### config.mk
export PLATFORM = sky130hd
export DESIGN_NAME = pll_lock_mon
export DESIGN_NICKNAME = d
export VERILOG_FILES = /design/src/rtl/pll_lock_mon_pkg.sv /design/src/rtl/pll_lock_mon_ch.sv /design/src/rtl/pll_lock_mon.sv
export SDC_FILE = /design/constraint.sdc
export NUM_CORES = 1
export LEC_CHECK = 0
export CAP_MARGIN = 25
export CORE_MARGIN = 4
export CORE_UTILIZATION = 55
export CTS_CLUSTER_DIAMETER = 200
export CTS_CLUSTER_SIZE = 24
export DETAILED_ROUTE_END_ITERATION = 16
export PLACE_DENSITY = 0.88
export SETUP_SLACK_MARGIN = 0.4
export SKIP_CTS_REPAIR_TIMING = 1
export SLEW_MARGIN = 10
export SYNTH_ARGS = -nofsm -noshare
export SYNTH_HDL_FRONTEND = slang
export SYNTH_SLANG_ARGS = --single-unit
### constraint.sdc
create_clock -name clk -period 9.5 [get_ports clk]
set_input_delay 1.9 -clock clk [delete_from_list [all_inputs] [get_ports clk]]
set_output_delay 1.9 -clock clk [all_outputs]
set_load 0.1 [all_outputs]
### src/rtl/pll_lock_mon_pkg.sv
// Shared definitions for the PLL lock monitor: per-channel state encoding and width.
package pll_lock_mon_pkg;

    localparam int STATE_W = 3;

    typedef enum logic [STATE_W-1:0] {
        ST_RESET     = 3'd0,
        ST_WAIT_LOCK = 3'd1,
        ST_LOCKED    = 3'd2,
        ST_LOST      = 3'd3,
        ST_FAULT     = 3'd4
    } ch_state_t;

endpackage

### src/rtl/pll_lock_mon_ch.sv
// One monitored PLL: lock synchroniser, edge detect, lock FSM with timeout timer,
// sticky error flags and saturating relock counter.
module pll_lock_mon_ch
    import pll_lock_mon_pkg::*;
#(
    parameter int SYNC_STAGES  = 2,
    parameter int LOCK_TIMEOUT = 65536,
    parameter int CNT_W        = 4
) (
    input  logic                clk,
    input  logic                rst,
    input  logic                pll_rst_in,
    input  logic                pll_lock,
    input  logic                clr,
    output logic                locked,
    output logic                lock_pulse,
    output logic                err_timeout,
    output logic                err_loss,
    output logic [CNT_W-1:0]    relock_cnt,
    output logic [STATE_W-1:0]  ch_state,
    output logic                timeout_evt,
    output logic                loss_evt
);

    localparam int TIMER_W = $clog2(LOCK_TIMEOUT + 1);
    localparam logic [TIMER_W-1:0] TIMER_LAST = TIMER_W'(LOCK_TIMEOUT - 1);
    localparam logic [CNT_W-1:0]   CNT_MAX    = '1;

    logic [SYNC_STAGES-1:0] sync_reg;
    logic                   edge_reg;
    logic                   sync_out;
    logic                   rise;
    logic                   fall;

    ch_state_t              state_reg;
    ch_state_t              state_next;
    logic [TIMER_W-1:0]     timer_reg;
    logic [TIMER_W-1:0]     timer_next;

    logic                   locked_reg;
    logic                   lock_pulse_reg;
    logic                   err_timeout_reg;
    logic                   err_loss_reg;
    logic [CNT_W-1:0]       relock_reg;

    assign sync_out = sync_reg[SYNC_STAGES-1];
    assign rise     = sync_out & ~edge_reg;
    assign fall     = ~sync_out & edge_reg;

    always_ff @(posedge clk) begin
        if (rst) begin
            sync_reg <= '0;
            edge_reg <= 1'b0;
        end else begin
            sync_reg <= {sync_reg[SYNC_STAGES-2:0], pll_lock};
            edge_reg <= sync_out;
        end
    end

    always_comb begin
        state_next  = state_reg;
        timer_next  = timer_reg;
        timeout_evt = 1'b0;
        loss_evt    = 1'b0;
        if (pll_rst_in) begin
            state_next = ST_RESET;
            timer_next = '0;
        end else begin
            case (state_reg)
                ST_RESET: begin
                    state_next = ST_WAIT_LOCK;
                    timer_next = '0;
                end
                ST_WAIT_LOCK: begin
                    // A rise on the final timer cycle still counts as a clean lock.
                    if (rise) begin
                        state_next = ST_LOCKED;
                    end else if (timer_reg == TIMER_LAST) begin
                        state_next  = ST_FAULT;
                        timeout_evt = 1'b1;
                    end else begin
                        timer_next = timer_reg + TIMER_W'(1);
                    end
                end
                ST_LOCKED: begin
                    if (fall) begin
                        state_next = ST_LOST;
                        loss_evt   = 1'b1;
                    end
                end
                ST_LOST: begin
                    state_next = ST_WAIT_LOCK;
                    timer_next = '0;
                end
                ST_FAULT: begin
                    if (clr) begin
                        state_next = ST_WAIT_LOCK;
                        timer_next = '0;
                    end
                end
                default: begin
                    state_next = ST_RESET;
                    timer_next = '0;
                end
            endcase
        end
    end

    always_ff @(posedge clk) begin
        if (rst) begin
            state_reg       <= ST_RESET;
            timer_reg       <= '0;
            locked_reg      <= 1'b0;
            lock_pulse_reg  <= 1'b0;
            err_timeout_reg <= 1'b0;
            err_loss_reg    <= 1'b0;
            relock_reg      <= '0;
        end else begin
            state_reg      <= state_next;
            timer_reg      <= timer_next;
            locked_reg     <= (state_next == ST_LOCKED);
            lock_pulse_reg <= (state_next == ST_LOCKED) && (state_reg != ST_LOCKED);

            // Same-cycle events beat clr so nothing is silently dropped.
            if (timeout_evt) begin
                err_timeout_reg <= 1'b1;
            end else if (clr) begin
                err_timeout_reg <= 1'b0;
            end

            if (loss_evt) begin
                err_loss_reg <= 1'b1;
            end else if (clr) begin
                err_loss_reg <= 1'b0;
            end

            if (loss_evt) begin
                if (clr) begin
                    relock_reg <= CNT_W'(1);
                end else if (relock_reg != CNT_MAX) begin
                    relock_reg <= relock_reg + CNT_W'(1);
                end
            end else if (clr) begin
                relock_reg <= '0;
            end
        end
    end

    assign locked      = locked_reg;
    assign lock_pulse  = lock_pulse_reg;
    assign err_timeout = err_timeout_reg;
    assign err_loss    = err_loss_reg;
    assign relock_cnt  = relock_reg;
    assign ch_state    = state_reg;

endmodule

### src/rtl/pll_lock_mon.sv
// Multi-channel PLL lock monitor: one channel block per PLL plus a global
// saturating error-event counter and an error summary flag.
module pll_lock_mon
    import pll_lock_mon_pkg::*;
#(
    parameter int NUM_CH       = 2,
    parameter int SYNC_STAGES  = 2,
    parameter int LOCK_TIMEOUT = 65536,
    parameter int CNT_W        = 4,
    parameter int ERR_CNT_W    = 3
) (
    input  logic                        clk,
    input  logic                        rst,
    input  logic [NUM_CH-1:0]           pll_rst_in,
    input  logic [NUM_CH-1:0]           pll_lock,
    input  logic                        clr,
    output logic [NUM_CH-1:0]           locked,
    output logic [NUM_CH-1:0]           lock_pulse,
    output logic [NUM_CH-1:0]           err_timeout,
    output logic [NUM_CH-1:0]           err_loss,
    output logic                        err_any,
    output logic [NUM_CH*CNT_W-1:0]     relock_cnt,
    output logic [ERR_CNT_W-1:0]        err_cnt,
    output logic [NUM_CH*STATE_W-1:0]   ch_state
);

    localparam int EVT_W = $clog2(2 * NUM_CH + 1);
    localparam int SUM_W = ((ERR_CNT_W > EVT_W) ? ERR_CNT_W : EVT_W) + 1;
    localparam logic [ERR_CNT_W-1:0] ERR_MAX = '1;

    logic [NUM_CH-1:0]      timeout_evt;
    logic [NUM_CH-1:0]      loss_evt;
    logic [EVT_W-1:0]       evt_count;
    logic [SUM_W-1:0]       err_sum;
    logic [ERR_CNT_W-1:0]   err_cnt_reg;
    logic [ERR_CNT_W-1:0]   err_cnt_next;

    generate
        for (genvar gi = 0; gi < NUM_CH; gi++) begin : g_ch
            pll_lock_mon_ch #(
                .SYNC_STAGES  (SYNC_STAGES),
                .LOCK_TIMEOUT (LOCK_TIMEOUT),
                .CNT_W        (CNT_W)
            ) u_ch (
                .clk         (clk),
                .rst         (rst),
                .pll_rst_in  (pll_rst_in[gi]),
                .pll_lock    (pll_lock[gi]),
                .clr         (clr),
                .locked      (locked[gi]),
                .lock_pulse  (lock_pulse[gi]),
                .err_timeout (err_timeout[gi]),
                .err_loss    (err_loss[gi]),
                .relock_cnt  (relock_cnt[gi*CNT_W +: CNT_W]),
                .ch_state    (ch_state[gi*STATE_W +: STATE_W]),
                .timeout_evt (timeout_evt[gi]),
                .loss_evt    (loss_evt[gi])
            );
        end
    endgenerate

    always_comb begin
        evt_count = '0;
        for (int i = 0; i < NUM_CH; i++) begin
            evt_count = evt_count + EVT_W'(timeout_evt[i]) + EVT_W'(loss_evt[i]);
        end
    end

    // clr restarts the count from this cycle's events rather than from zero.
    always_comb begin
        err_sum = (clr ? '0 : SUM_W'(err_cnt_reg)) + SUM_W'(evt_count);
        if (err_sum > SUM_W'(ERR_MAX)) begin
            err_cnt_next = ERR_MAX;
        end else begin
            err_cnt_next = err_sum[ERR_CNT_W-1:0];
        end
    end

    always_ff @(posedge clk) begin
        if (rst) begin
            err_cnt_reg <= '0;
        end else begin
            err_cnt_reg <= err_cnt_next;
        end
    end

    assign err_cnt = err_cnt_reg;
    assign err_any = (|err_timeout) | (|err_loss);

endmodule

=== Word level (Yosys, flattened, before mapping) ===
Cells that the tools add are included.

* Add/sub/neg operators: 8
* Magnitude comparators: 1
* Equality and inequality tests: 22
* Muxes and demuxes: 47
* Bitwise logic cells: 11
* Reduce and logical (&&, ||, !) cells: 20

{| class="wikitable"
|+ Operators with widths
! cell !! count
|-
| case mux 17 bit (3 select lines) || 2
|-
| 2-to-1 mux 17 bit || 5
|-
| 2-to-1 mux 3 bit || 12
|-
| adder 17 x 1 -> 17 bit, second input constant || 2
|-
| == test 17 x 16 -> 1 bit, second input constant || 2
|-
| 2-to-1 mux 4 bit || 7
|-
| case mux 3 bit (4 select lines) || 2
|-
| 2-to-1 mux 1 bit || 19
|-
| == test 3 x 2 -> 1 bit, second input constant || 6
|-
| inequality test 2 bit, second input constant || 6
|-
| nonzero test 2 bit || 6
|-
| OR reduction 2 bit || 6
|-
| adder 4 x 1 -> 4 bit, second input constant || 2
|-
| inequality test 4 bit, second input constant || 2
|-
| AND reduction 4 bit || 2
|-
| == test 3 x 1 -> 1 bit, second input constant || 2
|-
| == test 3 bit, second input constant || 2
|-
| zero test 3 bit || 2
|-
| inequality test 3 x 2 -> 1 bit, second input constant || 2
|-
| NOT 1 bit || 6
|-
| adder 3 x 3 -> 4 bit || 1
|-
| AND 1 bit || 4
|-
| greater-than comparator 4 x 3 -> 1 bit, second input constant || 1
|-
| AND reduction 2 bit || 2
|-
| 5 further kinds || 6
|}

* Bits in registers: 65
* Bits of input ports: 7
* Output and inout bits: 26
* Word-level logic and storage cells: 128

=== Depth between registers and ports, before layout ===
* Word-level depth: 11
* Mapped depth: 13
* Mapped depth without buffers: 12

=== Modules after synthesis ===
Synthesis repeated with hierarchy kept, for this count alone.

* Cell total of the unflattened synthesis: 388
* Area, all modules: 3550.9 um^2

{| class="wikitable"
|+ By module, submodules not included
! module !! times used !! cells each !! area an instance (um^2) !! sequential area each (um^2)
|-
| pll_lock_mon_ch || 2 || 183 || 1669.1 || 620.6
|-
| pll_lock_mon || 1 || 22 || 212.7 || 60.1
|}

=== Worst setup path before layout ===
OpenSTA, ideal clock, no wires.

* Kind: input port to flip-flop
* Start: input pll_rst_in[1]
* End: register err_cnt_reg[1], in the netlist err_cnt[1]
* Setup time: 0.132 ns
* Arrival time: 3.850 ns
* Required time: 9.368 ns
* Setup slack: 5.517 ns
* Cell stages on the path: 8
* Buffers on the path: 0
* Cells stage by stage: nor3b_1 > nand2_1 > fa_1 > fa_1 > inv_1 > fa_1 > inv_1 > a21oi_1

* Longest elaborated chain between the ends: 6
* Elaborated cells between the ends (all ways): 7
* Classes of those cells: 3 x add/sub; 1 x order compare; 3 x mux

{| class="wikitable"
|+ RTL lines
! element !! RTL line !! source
|-
| start, declared || pll_lock_mon.sv:14 || <nowiki>input logic [NUM_CH-1:0] pll_rst_in,</nowiki>
|-
| 2-to-1 mux 1 bit || pll_lock_mon_ch.sv:65 || <nowiki>if (pll_rst_in) begin</nowiki>
|-
| adder 2 x 1 -> 3 bit || pll_lock_mon.sv:65 || <nowiki>evt_count = evt_count + EVT_W'(timeout_evt[i]) + EVT_W'(loss_evt[i]);</nowiki>
|-
| adder 3 x 1 -> 3 bit * || pll_lock_mon.sv:65 ||
|-
| adder 3 x 3 -> 4 bit * || pll_lock_mon.sv:71 || <nowiki>err_sum = (clr ? '0 : SUM_W'(err_cnt_reg)) + SUM_W'(evt_count);</nowiki>
|-
| greater-than comparator 4 x 3 -> 1 bit || pll_lock_mon.sv:72 || <nowiki>if (err_sum > SUM_W'(ERR_MAX)) begin</nowiki>
|-
| 2-to-1 mux 3 bit * || pll_lock_mon.sv:72 ||
|-
| end signal, assigned || pll_lock_mon.sv:83 || <nowiki>err_cnt_reg <= err_cnt_next;</nowiki>
|-
| end, declared || pll_lock_mon.sv:35 || <nowiki>logic [ERR_CNT_W-1:0] err_cnt_reg;</nowiki>
|}

Mark *: on every way between the ends. The rest lies on a longest branch, timed or not.
A chain may end at the register's enable or synchronous reset.

=== Worst setup path in the final report ===
* Start: input clr
* End: register g_ch[0].u_ch.timer_reg[8]

* Longest elaborated chain between the ends: 2

{| class="wikitable"
|+ RTL lines
! element !! RTL line !! source
|-
| start, declared || pll_lock_mon.sv:16 || <nowiki>input logic clr,</nowiki>
|-
| inequality test 2 bit (no source line) || n/a ||
|-
| AND reduction 4 bit (no source line) || n/a ||
|-
| end signal, assigned || pll_lock_mon_ch.sv:120 || <nowiki>timer_reg <= timer_next;</nowiki>
|-
| end, declared || pll_lock_mon_ch.sv:37 || <nowiki>logic [TIMER_W-1:0] timer_reg;</nowiki>
|}

Every way passes these cells.

==> impl_metrics.csv <==
group,metric,value,unit
outcome,status,"finished, final reports clean",
synth,syn-cell-area,0.00344,mm^2
finish,num-fill-cells,458,
clock_tree,clk_pin_slew,70,ps
grt,grt_pass1_vias,2852,
finish,syn_to_final_growth,14.3,%
synth,synth_nets,425,
critical_path,cp-start-kind,"input pin",
placement,dp_hpwl,4990,um
critical_path,crit_chain,"clkdlybuf4s50_1 -> or4b_1 -> nand2_1 -> o21ai_0 -> buf_4 -> a21oi_1",
synth,synth_top_area_cell,"dfxtp_1",
clock_tree,cts_buffer_depth,2,
critical_path,timing.rr.end,"err_cnt[1]",
critical_path,path_depth,6,
grt,overflow,0,
finish,largest_register_ffs,34,
grt,track_usage,20.5,%
clock_tree,htree_levels,3,
synth,ys_ff_latch,65,
synth,synth_area_leaders,"dfxtp_1, a21oi_1, or4_1",
grt,antenna_found_initial,0,
min_path,hp-class,"flip-flop to flip-flop",
grt,grt_max_degree,29,
pwr,p_leak,1.26,nW
synth,avgSynthCellArea,8.44,um^2
min_path,min_from,"g_ch[0].u_ch.sync_reg[0]",
sta,finalHoldViolCount,0,
min_path,whs_path_depth,1,
die,die_h,87.1,um
die,num_io_pins,33,
critical_path,max_stage_delay,690,ps
finish,fin_nets,436,
clock_tree,clk_root_buffer_cell,"clkbuf_8",
job,maxCapViolations,0,
sta,drv_slew,0,
detailed_routing,drtAntennaViolNets,0,
clock_tree,cts_sinks,65,
die,die_w,87.1,um
detailed_routing,route.detailed.drc,0,
synth,syn_inst,407,
sta,finalSetupTns,0,ps
detailed_routing,wl,7370,um
detailed_routing,vias,3029,
detailed_routing,drtPass1Iterations,4,
grt,grt_pass1_wl,12600,um
sta,setup_viol,0,
die,die_area,0.00758,mm^2
critical_path,crit_path_max_fanout,28,
synth,yosysMostFrequentCell,"dfxtp_1",
critical_path,required,9780,ps
synth,synth-main-ff-cell,"dfxtp_1",
critical_path,crit_start,"clr",
synth,synth_async_sr_flop_share,0,%
critical_path,path_class,"input pin to flip-flop",
synth,ys_types,48,
die,rows,28,
synth,yosys-top-cells-count,"dfxtp_1, a21oi_1, nand2_1",
placement,port_buffers,32,
synth,synth_top_cell_area_share,37.9,%
sta,min_period,4350,ps
sta,finalCritPeriodShare,45.8,%
pwr,p_per_area,152,mW/mm^2
critical_path,r2r-start,"g_ch[1].u_ch.timer_reg[2]",
synth,synth-edff-count,0,
pwr,peakVddDrop,0.145,mV
detailed_routing,first_iter_violations,151,
sta,grt_setup_unrepaired,"false",
min_path,whs_endpoint,"g_ch[0].u_ch.sync_reg[1]",
critical_path,crit_slowest_cell,"clkdlybuf4s50_1",
detailed_routing,post_drt_wl_per_cell,14.8,um
critical_path,critPathBufInv,2,
clock_tree,clock_latency,360,ps
synth,yosysSeqAreaShare,37.9,%
die,fp.coreArea,0.00599,mm^2
critical_path,r2r_slack,6160,ps
sta,worstMarginPinSlew,1010,ps
clock_tree,cts_buffers,9,
finish,diodes,0,
placement,gp_congestion,0.845,
sta,slew_headroom,32.4,%
die,initial_utilization,57.4,%
clock_tree,cts_tree,"done",
sta,fmax,230,MHz
critical_path,cp_top_family,"simple AND/OR/NAND/NOR gates",
pwr,p_total,0.596,mW
critical_path,rr_worst_depth,12,
critical_path,end_kind,"flip-flop",
finish,drive_gt1_share,8.51,%
detailed_routing,avgViaCountPerCell,6.08,
placement,dp_cells,481,
synth,ys_warn_count,0,
finish,fin_cells,498,
critical_path,arrival,4620,ps
sta,skew,12.0,ps
cells by family after synthesis:
logic type	Yosys count	share of synthesized area [%]
xor gates and xnor gates	1	0.255
buffers and inverters	49	7.03
muxes	9	2.66
adders and majority gates	11	4.66
DFF	65	37.9
AOI/OAI and AO/OA	96	16.5
and+or+nand+nor	176	31.1
worst max-delay path by stage:
stage / to
after CTS: g_ch[0].u_ch.timer_reg[11]
after detailed placement: g_ch[0].u_ch.timer_reg[11]
after global routing: g_ch[0].u_ch.timer_reg[6]
after global placement: err_cnt[1]
after floorplan: err_cnt[1]
final: g_ch[0].u_ch.timer_reg[8]
layout by cell type (no fill, tap or decap), types with 4 or more instances in the layout:
cell | Yosys | routed
a21oi_1 | 46 | 46
a31oi_1 | 4 | 4
and2_1 | 7 | 7
clkbuf_8 | 0 | 9
clkdlybuf4s50_1 | 0 | 32
dfxtp_1 | 65 | 65
ha_1 | 8 | 8
inv_1 | 15 | 15
mux2i_1 | 8 | 8
nand2_1 | 29 | 29
nand2b_1 | 15 | 15
nand3_1 | 16 | 16
nand3b_1 | 4 | 4
nand4_1 | 13 | 13
nor2_1 | 12 | 12
nor2b_1 | 12 | 12
nor3_1 | 7 | 7
nor3b_1 | 4 | 4
nor4_1 | 6 | 6
o21ai_0 | 15 | 15
o31ai_1 | 18 | 18
or2_2 | 4 | 4
or3_1 | 4 | 4
or3b_2 | 6 | 6
or4_1 | 23 | 23
where the power goes:
group          switching [mW]  leakage (nW)  internal (mW)
clock network           0.120         0.124          0.177
registers             0.00223         0.525          0.274
logic                  0.0150         0.609        0.00826
final cells by class:
| cell class | instances | area, um^2 | area share, % |
|---|---|---|---|
| multi-input combinational | 293 | 1890 | 48.2 |
| sequential | 65 | 1300 | 33.1 |
| timing repair buffer | 34 | 335 | 8.53 |
| clock inverter | 7 | 125 | 3.18 |
| clock buffer | 9 | 124 | 3.15 |
| tap | 75 | 93.8 | 2.39 |
| inverter | 15 | 56.3 | 1.43 |
routing by layer:
metal / track usage (%) / up-vias / routed length, um
met5: 0 / - / 0
met4: 6.94 / 0 / 111
met3: 6.43 / 13 / 286
met2: 32.7 / 66 / 3550
met1: 26.1 / 1446 / 3420
li1: - / 1504 / -
per-stage QoR:
| stage | cell area [um^2] | util, % | hold slack (ps) | setup slack, ps |
|---|---|---|---|---|
| 3_3_place_gp | 3670 | 61.3 | 416 | 4950 |
| 5_1_grt | 3930 | 65.6 | 461 | 4900 |
| 3_5_place_dp | 3670 | 61.3 | 437 | 4830 |
| 4_1_cts | 3920 | 65.5 | 455 | 5190 |
| 2_1_floorplan | 3440 | - | 414 | 5520 |
| 6_report | 3930 | 65.6 | 444 | 5150 |
No activity file was read; power rests on OpenSTA's default activity.
